`src/rtl/vga_sync_gen.sv`:
```
// vga_sync_gen: VGA timing source.
// Divides clk down to a pixel tick, runs the horizontal and vertical counters,
// and produces registered hsync/vsync/video_on aligned with pixel_x/pixel_y.
// Optional feature macro: VGA_FRAME_CNT_EN adds an 8-bit wrapping frame counter
// output (frame_cnt) that steps on the (0,0) wrap.
module vga_sync_gen #(
    parameter int CLK_DIV   = 2,
    parameter int H_DISPLAY = 640,
    parameter int H_FRONT   = 16,
    parameter int H_SYNC    = 96,
    parameter int H_BACK    = 48,
    parameter int V_DISPLAY = 480,
    parameter int V_FRONT   = 10,
    parameter int V_SYNC    = 2,
    parameter int V_BACK    = 33
) (
    input  logic       clk,
    input  logic       rst,
    output logic       hsync,
    output logic       vsync,
    output logic       video_on,
    output logic       p_tick,
    output logic [9:0] pixel_x,
`ifdef VGA_FRAME_CNT_EN
    output logic [9:0] pixel_y,
    output logic [7:0] frame_cnt
`else
    output logic [9:0] pixel_y
`endif
);

    localparam int H_TOTAL = H_DISPLAY + H_FRONT + H_SYNC + H_BACK;
    localparam int V_TOTAL = V_DISPLAY + V_FRONT + V_SYNC + V_BACK;
    localparam int DIV_W   = (CLK_DIV > 1) ? $clog2(CLK_DIV) : 1;

    localparam logic [DIV_W-1:0] DIV_LAST = DIV_W'(CLK_DIV - 1);
    localparam logic [9:0] H_LAST   = 10'(H_TOTAL - 1);
    localparam logic [9:0] V_LAST   = 10'(V_TOTAL - 1);
    localparam logic [9:0] H_VIS    = 10'(H_DISPLAY);
    localparam logic [9:0] V_VIS    = 10'(V_DISPLAY);
    localparam logic [9:0] HS_START = 10'(H_DISPLAY + H_FRONT);
    localparam logic [9:0] HS_END   = 10'(H_DISPLAY + H_FRONT + H_SYNC - 1);
    localparam logic [9:0] VS_START = 10'(V_DISPLAY + V_FRONT);
    localparam logic [9:0] VS_END   = 10'(V_DISPLAY + V_FRONT + V_SYNC - 1);

    logic [DIV_W-1:0] div_cnt;
    logic             tick_next;
    logic             x_wrap;
    logic             y_wrap;
    logic [9:0]       x_next;
    logic [9:0]       y_next;

    // The pixel step happens on the same edge that raises p_tick, so p_tick
    // high marks the clk in which freshly advanced counters are presented.
    assign tick_next = (div_cnt == DIV_LAST);
    assign x_wrap    = (pixel_x == H_LAST);
    assign y_wrap    = (pixel_y == V_LAST);

    // Next-state counters; sync outputs are decoded from these so they carry no lag.
    always_comb begin
        x_next = pixel_x;
        y_next = pixel_y;
        if (tick_next) begin
            x_next = x_wrap ? 10'd0 : pixel_x + 10'd1;
            if (x_wrap)
                y_next = y_wrap ? 10'd0 : pixel_y + 10'd1;
        end
    end

    // Clock divider and registered pixel tick.
    always_ff @(posedge clk or negedge rst) begin
        if (!rst) begin
            div_cnt <= '0;
            p_tick  <= 1'b0;
        end else begin
            div_cnt <= tick_next ? '0 : div_cnt + 1'b1;
            p_tick  <= tick_next;
        end
    end

    // Pixel counters and sync/blank decode from next-state values.
    always_ff @(posedge clk or negedge rst) begin
        if (!rst) begin
            pixel_x  <= '0;
            pixel_y  <= '0;
            hsync    <= 1'b1;
            vsync    <= 1'b1;
            video_on <= 1'b1;
        end else begin
            pixel_x  <= x_next;
            pixel_y  <= y_next;
            hsync    <= !((x_next >= HS_START) && (x_next <= HS_END));
            vsync    <= !((y_next >= VS_START) && (y_next <= VS_END));
            video_on <= (x_next < H_VIS) && (y_next < V_VIS);
        end
    end

`ifdef VGA_FRAME_CNT_EN
    // Frame counter steps on the tick that takes (H_TOTAL-1, V_TOTAL-1) to (0,0).
    always_ff @(posedge clk or negedge rst) begin
        if (!rst)
            frame_cnt <= '0;
        else if (tick_next && x_wrap && y_wrap)
            frame_cnt <= frame_cnt + 8'd1;
    end
`endif

endmodule

```
`config.mk`:
```
export PLATFORM = sky130hd
export DESIGN_NAME = vga_sync_gen
export DESIGN_NICKNAME = d
export VERILOG_FILES = /design/src/rtl/vga_sync_gen.sv
export SDC_FILE = /design/constraint.sdc
export NUM_CORES = 1
export LEC_CHECK = 0
export CAP_MARGIN = 20
export CORE_MARGIN = 2
export CORE_UTILIZATION = 46
export DETAILED_ROUTE_END_ITERATION = 10
export PLACE_DENSITY = 0.74
export RECOVER_POWER = 100
export SETUP_SLACK_MARGIN = 0.5
export SLEW_MARGIN = 20
export SYNTH_ARGS = -nofsm -noshare
export SYNTH_HDL_FRONTEND = slang
export SYNTH_SLANG_ARGS = --single-unit
```
`constraint.sdc`:
```
create_clock -name clk -period 1.8 [get_ports clk]
set_input_delay 0.36 -clock clk [delete_from_list [all_inputs] [get_ports clk]]
set_output_delay 0.36 -clock clk [all_outputs]
set_load 0.01 [all_outputs]
```
---- Yosys cells after proc, flatten, opt, wreduce, memory -nomap -nowiden ----
Index checks and enable logic that the tools add are counted.
Widths: inputs -> output; s select.
word-level totals
  register bits ........................... 25
  output and inout bits ................... 24
cells by class
  $add $sub $neg .......................... 3
  magnitude comparators ................... 6
  eq/ne operators ......................... 2
  mux-type cells .......................... 6
  reductions and logical operators ........ 5
operators by type and width
  kind                   count
  $mux 10                5
  $add 10x1->10 const B  2
  $eq 10x10->1 const B   2
  $ge 10x10->1 const B   1
  $ge 10x9->1 const B    1
  $le 10x10->1 const B   1
  $le 10x9->1 const B    1
  $lt 10x10->1 const B   1
  $lt 10x9->1 const B    1
  $logic_and 1x1->1      3
  $logic_not 1->1        2
  $add 1x1->1 const B    1
  $mux 1                 1

---- Longest topological paths before layout ----
  depth after elaboration ................. 7
  mapped depth ............................ 8
  depth with buffers taken out ............ 8

---- Worst setup path after synthesis ----
Ideal clock, no wire load.
  kind .................................... register -> register
  from .................................... register pixel_x[5]
  to ...................................... register vsync
  data arrival time ....................... 1.723 ns
  slack ................................... -0.014 ns
  stages on the path, launching flop included .. 7
  period minus slack after synthesis ...... 1.814 ns
  path through ............................ dfrtp_1 nor4b_4 and3_2 buf_4 nand3_1 a311oi_1 o221ai_2
between the ends
  cells in the longest elaborated chain, start to end .. 6
  elaborated cells between the ends (all ways) .. 7
  those cells by class .................... order compare: 2; eq/ne: 1; mux: 2; reduce/logical: 2
ends and longest elaborated chain
  element                                            line  RTL
  from (decl)                                        23    output logic [9:0] pixel_x,
  from (signal assigned)                             90    pixel_x <= x_next;
  $eq 10x10->1 *                                     56    assign x_wrap = (pixel_x == H_LAST);
  $mux 10 *                                          65    if (x_wrap)
  $mux 10 *                                          63    if (tick_next) begin
  $ge 10x9->1 / $le 10x9->1 (equally long branches)  93    vsync <= !((y_next >= VS_START) && (y_next <= VS_END));
  $logic_and 1x1->1 *                                93
  $logic_not 1->1 *                                  93
  to (signal assigned)                               93
  to (decl)                                          20    output logic vsync,
Every way passes the cells marked *; elsewhere a longest branch is shown, timed or not.

---- Worst setup path after layout ----
  from .................................... register pixel_y[1]
  to ...................................... register video_on
between the ends
  cells in the longest elaborated chain, start to end .. 6
  elaborated cells between the ends (all ways) .. 7
  those cells by class .................... add/sub: 1; order compare: 1; eq/ne: 1; mux: 3; reduce/logical: 1
ends and longest elaborated chain
  element                                               line    RTL
  from (decl)                                           28      output logic [9:0] pixel_y
  from (signal assigned)                                91      pixel_y <= y_next;
  $add 10x1->10 / $eq 10x10->1 (equally long branches)  66, 57
  $mux 10                                               66      y_next = y_wrap ? 10'd0 : pixel_y + 10'd1;
  $mux 10                                               65
  $mux 10 *                                             63
  $lt 10x9->1 *                                         94      video_on <= (x_next < H_VIS) && (y_next < V_VIS);
  $logic_and 1x1->1 *                                   94
  to (signal assigned)                                  94
  to (decl)                                             21      output logic video_on,
Marked as above.

==> flow_summary_export.csv <==
group,metric,value,unit
floorplanning,initial_utilization,47.67,%
synth,ys_top_cells_by_area,"dfrtp_1 38%, dfstp_2 5.5%, nand3_1 3.8%, nor2_1 3.7%, xor2_1 3.7%",
place,portBuffers,25,
worst_setup_path,critical_path.max_fanout,5,
pwr,power-per-cell-area,343.3,mW/mm2
cells_and_area,ff_latch_area,645.6,um2
synth,number_of_synthesized_flops_with_an_enable_pin,0,
clock_tree,tritoncts,"built",
place,post_place_setup_slack,-2.994,ps
routing,route.detailed.wl_per_inst,19.24,um
sta,finalSetupViolCount,2,
floorplanning,die_area,0.003574,mm2
synth,yosysTopAreaCellShare,38.46,%
synth,syn_nets,147,
floorplanning,floorplan.die.height,59.78,um
routing,route.detailed.vias_per_inst,5.807,
pwr,static-leakage-power,0.001111,uW
synth,synthesis.instances,142,
sta,slew-limit-headroom,58.00,%
worst_setup_path,worstSetupStartpointType,"register",
worst_setup_path,max_stage_delay_cell_worst_path,"dfrtp_1",
cells_and_area,most_frequent_standard_cell_in_the_layout_excluding_fill_and_tap_cells,"buf_4",
floorplanning,num_io_pins,26,
sta,worst_slack,-53.40,ps
synth,ys.warnings.count,0,
clock_tree,cts_max_path_buffers,2,
sta,worst_clock_skew,20.78,ps
sta,maximum_clock_rate,539.5,MHz
cells_and_area,finish.net_count,237,
sta,finalHoldViolCount,0,
worst_setup_path,cp.arrival,2110,ps
routing,vias,1533,
synth,synth_top_family_by_area,"simple AND/OR/NAND/NOR gates",
cells_and_area,layout-drive-gt1-share,64.50,%
synth,post_synth_fa_ha_maj_area_fraction,2.622,%
worst_setup_path,required_time_of_the_critical_path,2060,ps
worst_setup_path,critPathKind,"reg2reg",
worst_setup_path,worstPathCellList,"buf_6 -> buf_4 -> and2_1 -> nor2_1 -> o21ba_1 -> o21bai_1 -> and3b_2 -> nor3_2",
routing,violation_count_after_the_first_detailed_routing_iteration,113,
place,gp_routability_congestion,0.8833,
grt,grt_start_max_net_pins,26,
synth,yosys-mux-area-fraction,0.6993,%
synth,synth-compound-area-share,9.965,%
sta,period_minus_slack,1853,ps
routing,drc_viols,0,
clock_tree,cts.hold.buffers_added,0,
synth,yosys_most_used_dff,"dfrtp_1",
cells_and_area,syn_to_final_growth,70.98,%
sta,worstMarginPinSlew,630.0,ps
clock_tree,root_buffer,"clkbuf_4",
floorplanning,rows,20,
synth,synth.avg_cell_area,10.08,um2
pwr,vdd.ir_drop.worst,247.2,uV
cells_and_area,layout.filler_cells,151,
hold_path,hp-class,"in2async",
job,maxCapViolations,0,
clock_tree,clock_tree.htree_level_count,1,
sta,fin_hold_ws,536.8,ps
synth,number_of_synthesized_register_bits,25,
run_status,status,"finished with violations",
synth,synth-xor-area-share,6.119,%
synth,mappedNetlistArea,0.001431,mm2
floorplanning,core_area,0.003003,mm2
sta,rsz0062_at_grt,"yes",
synth,synth_top_area_cell,"dfrtp_1",
cells_and_area,mostFrequentLayoutCells,"43 x buf_4, 38 x buf_6, 13 x dfrtp_2",
routing,drt-pass1-iter-count,4,
clock_tree,clkTransAtPathRegs,150,ps
routing,finalWirelength,5.080,mm
synth,synth_simple_gate_area_share,30.77,%
synth,unique_cell_type_count_in_the_yosys_netlist,46,
place,place_hpwl,2.462,mm
clock_tree,cts_buffers,3,
grt,global_route.overflow_total,0,
worst_setup_path,cpPeakStageDelay,450,ps
sta,maxSlewViolCount,0,
clock_tree,clkLatencyLatePin,340,ps
floorplanning,die-width,59.78,um
cells_and_area,multi_input_area,920.9,um2
grt,global_route_total_usage_across_every_layer,24.51,%
cells_and_area,antenna_cells_inserted,0,
synth,synth-seq-area-share,43.97,%
worst_setup_path,crit_path_end_kind,"register",
run_status,violations,"negative setup slack",
grt,grt_first_pass_wirelength,6.637,mm
synth,synthArstFlopShare,100.0,%
routing,final_ant_viol_nets,0,
clock_tree,cts_num_sinks,25,
sta,post-route-period-util,103.0,%
grt,vias_in_the_first_global_route,1407,
grt,number_of_antenna_violations_at_the_first_check_in_global_routing,0,
==> cell families after synthesis <==
kind of cell / count (synthesis)
simple gates: 72
flops: 25
compound gates: 21
xor+xnor: 10
buf+inv: 10
fa+ha+maj: 3
mux: 1
==> Yosys cell counts, drive strengths merged, types with 2 or more instances <==
library cell,instances
nor4b,2
inv,5
nand2,11
buf,5
nand4,7
nand3,12
a21boi,2
xor2,6
a21oi,5
xnor2,4
nor3,5
nor4,2
and3,5
o21ai,5
or3,5
nand2b,2
dfstp,3
dfrtp,22
ha,3
nor2,14
==> sequential cells by signal (all words and copies together), names as in the netlist <==
name and cells:
hsync 1, video_on 1, p_tick 1, div_cnt 1
pixel_x 10, pixel_y 10, vsync 1
==> power by group <==
| part | leakage, uW | internal [uW] | switching [uW] |
|---|---|---|---|
| Combinational | 0.000791 | 2.14 | 10.9 |
| Sequential | 0.000305 | 562 | 0 |
| Clock | 0.0000150 | 87.1 | 178 |
==> per-layer routing <==
| layer | GRT usage [%] | share of wire [%] |
|---|---|---|
| met1 | 32.28 | 39 |
| met2 | 42.55 | 54 |
| met3 | 3.463 | 5.0 |
| met4 | 5.397 | 2.1 |
| met5 | 0 | 0 |
==> timing repair <==
action,CTS,global route
setup buffers,32,16
resized for setup,121,57
pin swaps,12,21
endpoints found under the hold margin,0,0
endpoints found under the setup margin,44,43
==> worst paths after layout <==
path | end | slack [ps] | startpoint | cells after the start
hold / removal | pixel_y[0]$_DFF_PN0_ | 540 | rst | 2
setup / recovery | video_on$_DFF_PN1_ | -50 | pixel_y[1]$_DFF_PN0_ | 8
min in group clk | pixel_x[2]$_DFF_PN0_ | 660 | pixel_x[2]$_DFF_PN0_ | 2
max in group asynchronous | pixel_x[6]$_DFF_PN0_ | 790 | rst | 2
hold reg to reg | pixel_x[2]$_DFF_PN0_ | 660 | pixel_x[2]$_DFF_PN0_ | 2
setup reg to reg | video_on$_DFF_PN1_ | -50 | pixel_y[1]$_DFF_PN0_ | 8
==> layout make-up <==
type                       count  share of cell area [%]
tap                           33                   1.687
clock buffer                   4                   1.074
inverter                       5                  0.7669
sequential                    25                   26.38
multi-input combinational    107                   37.63
timing repair buffer          90                   32.46
==> stage by stage <==
| stage | utilization (%) | instance area, um2 | std cells | power, uW | setup TNS, ps |
|---|---|---|---|---|---|
| after floorplan | - | 1488 | 142 | 572.4 | 0 |
| after global placement | 61.21 | 1838 | 212 | 586.8 | 0 |
| after detailed placement | 61.21 | 1838 | 212 | 587.3 | -2.994 |
| after CTS | 70.17 | 2107 | 248 | 842.1 | 0 |
| after global routing | 81.50 | 2447 | 264 | 861.8 | -331.2 |
| final | 81.50 | 2447 | 264 | 840.3 | -93.99 |
==> worst max-delay path, delay by kind of cell (launching register included) <==
kind / cells / cell delay, ps
simple gates: 4 / 730
flops: 1 / 450
compound gates: 2 / 360
buf+inv: 2 / 230
No activity file was read; power rests on OpenSTA's default activity.
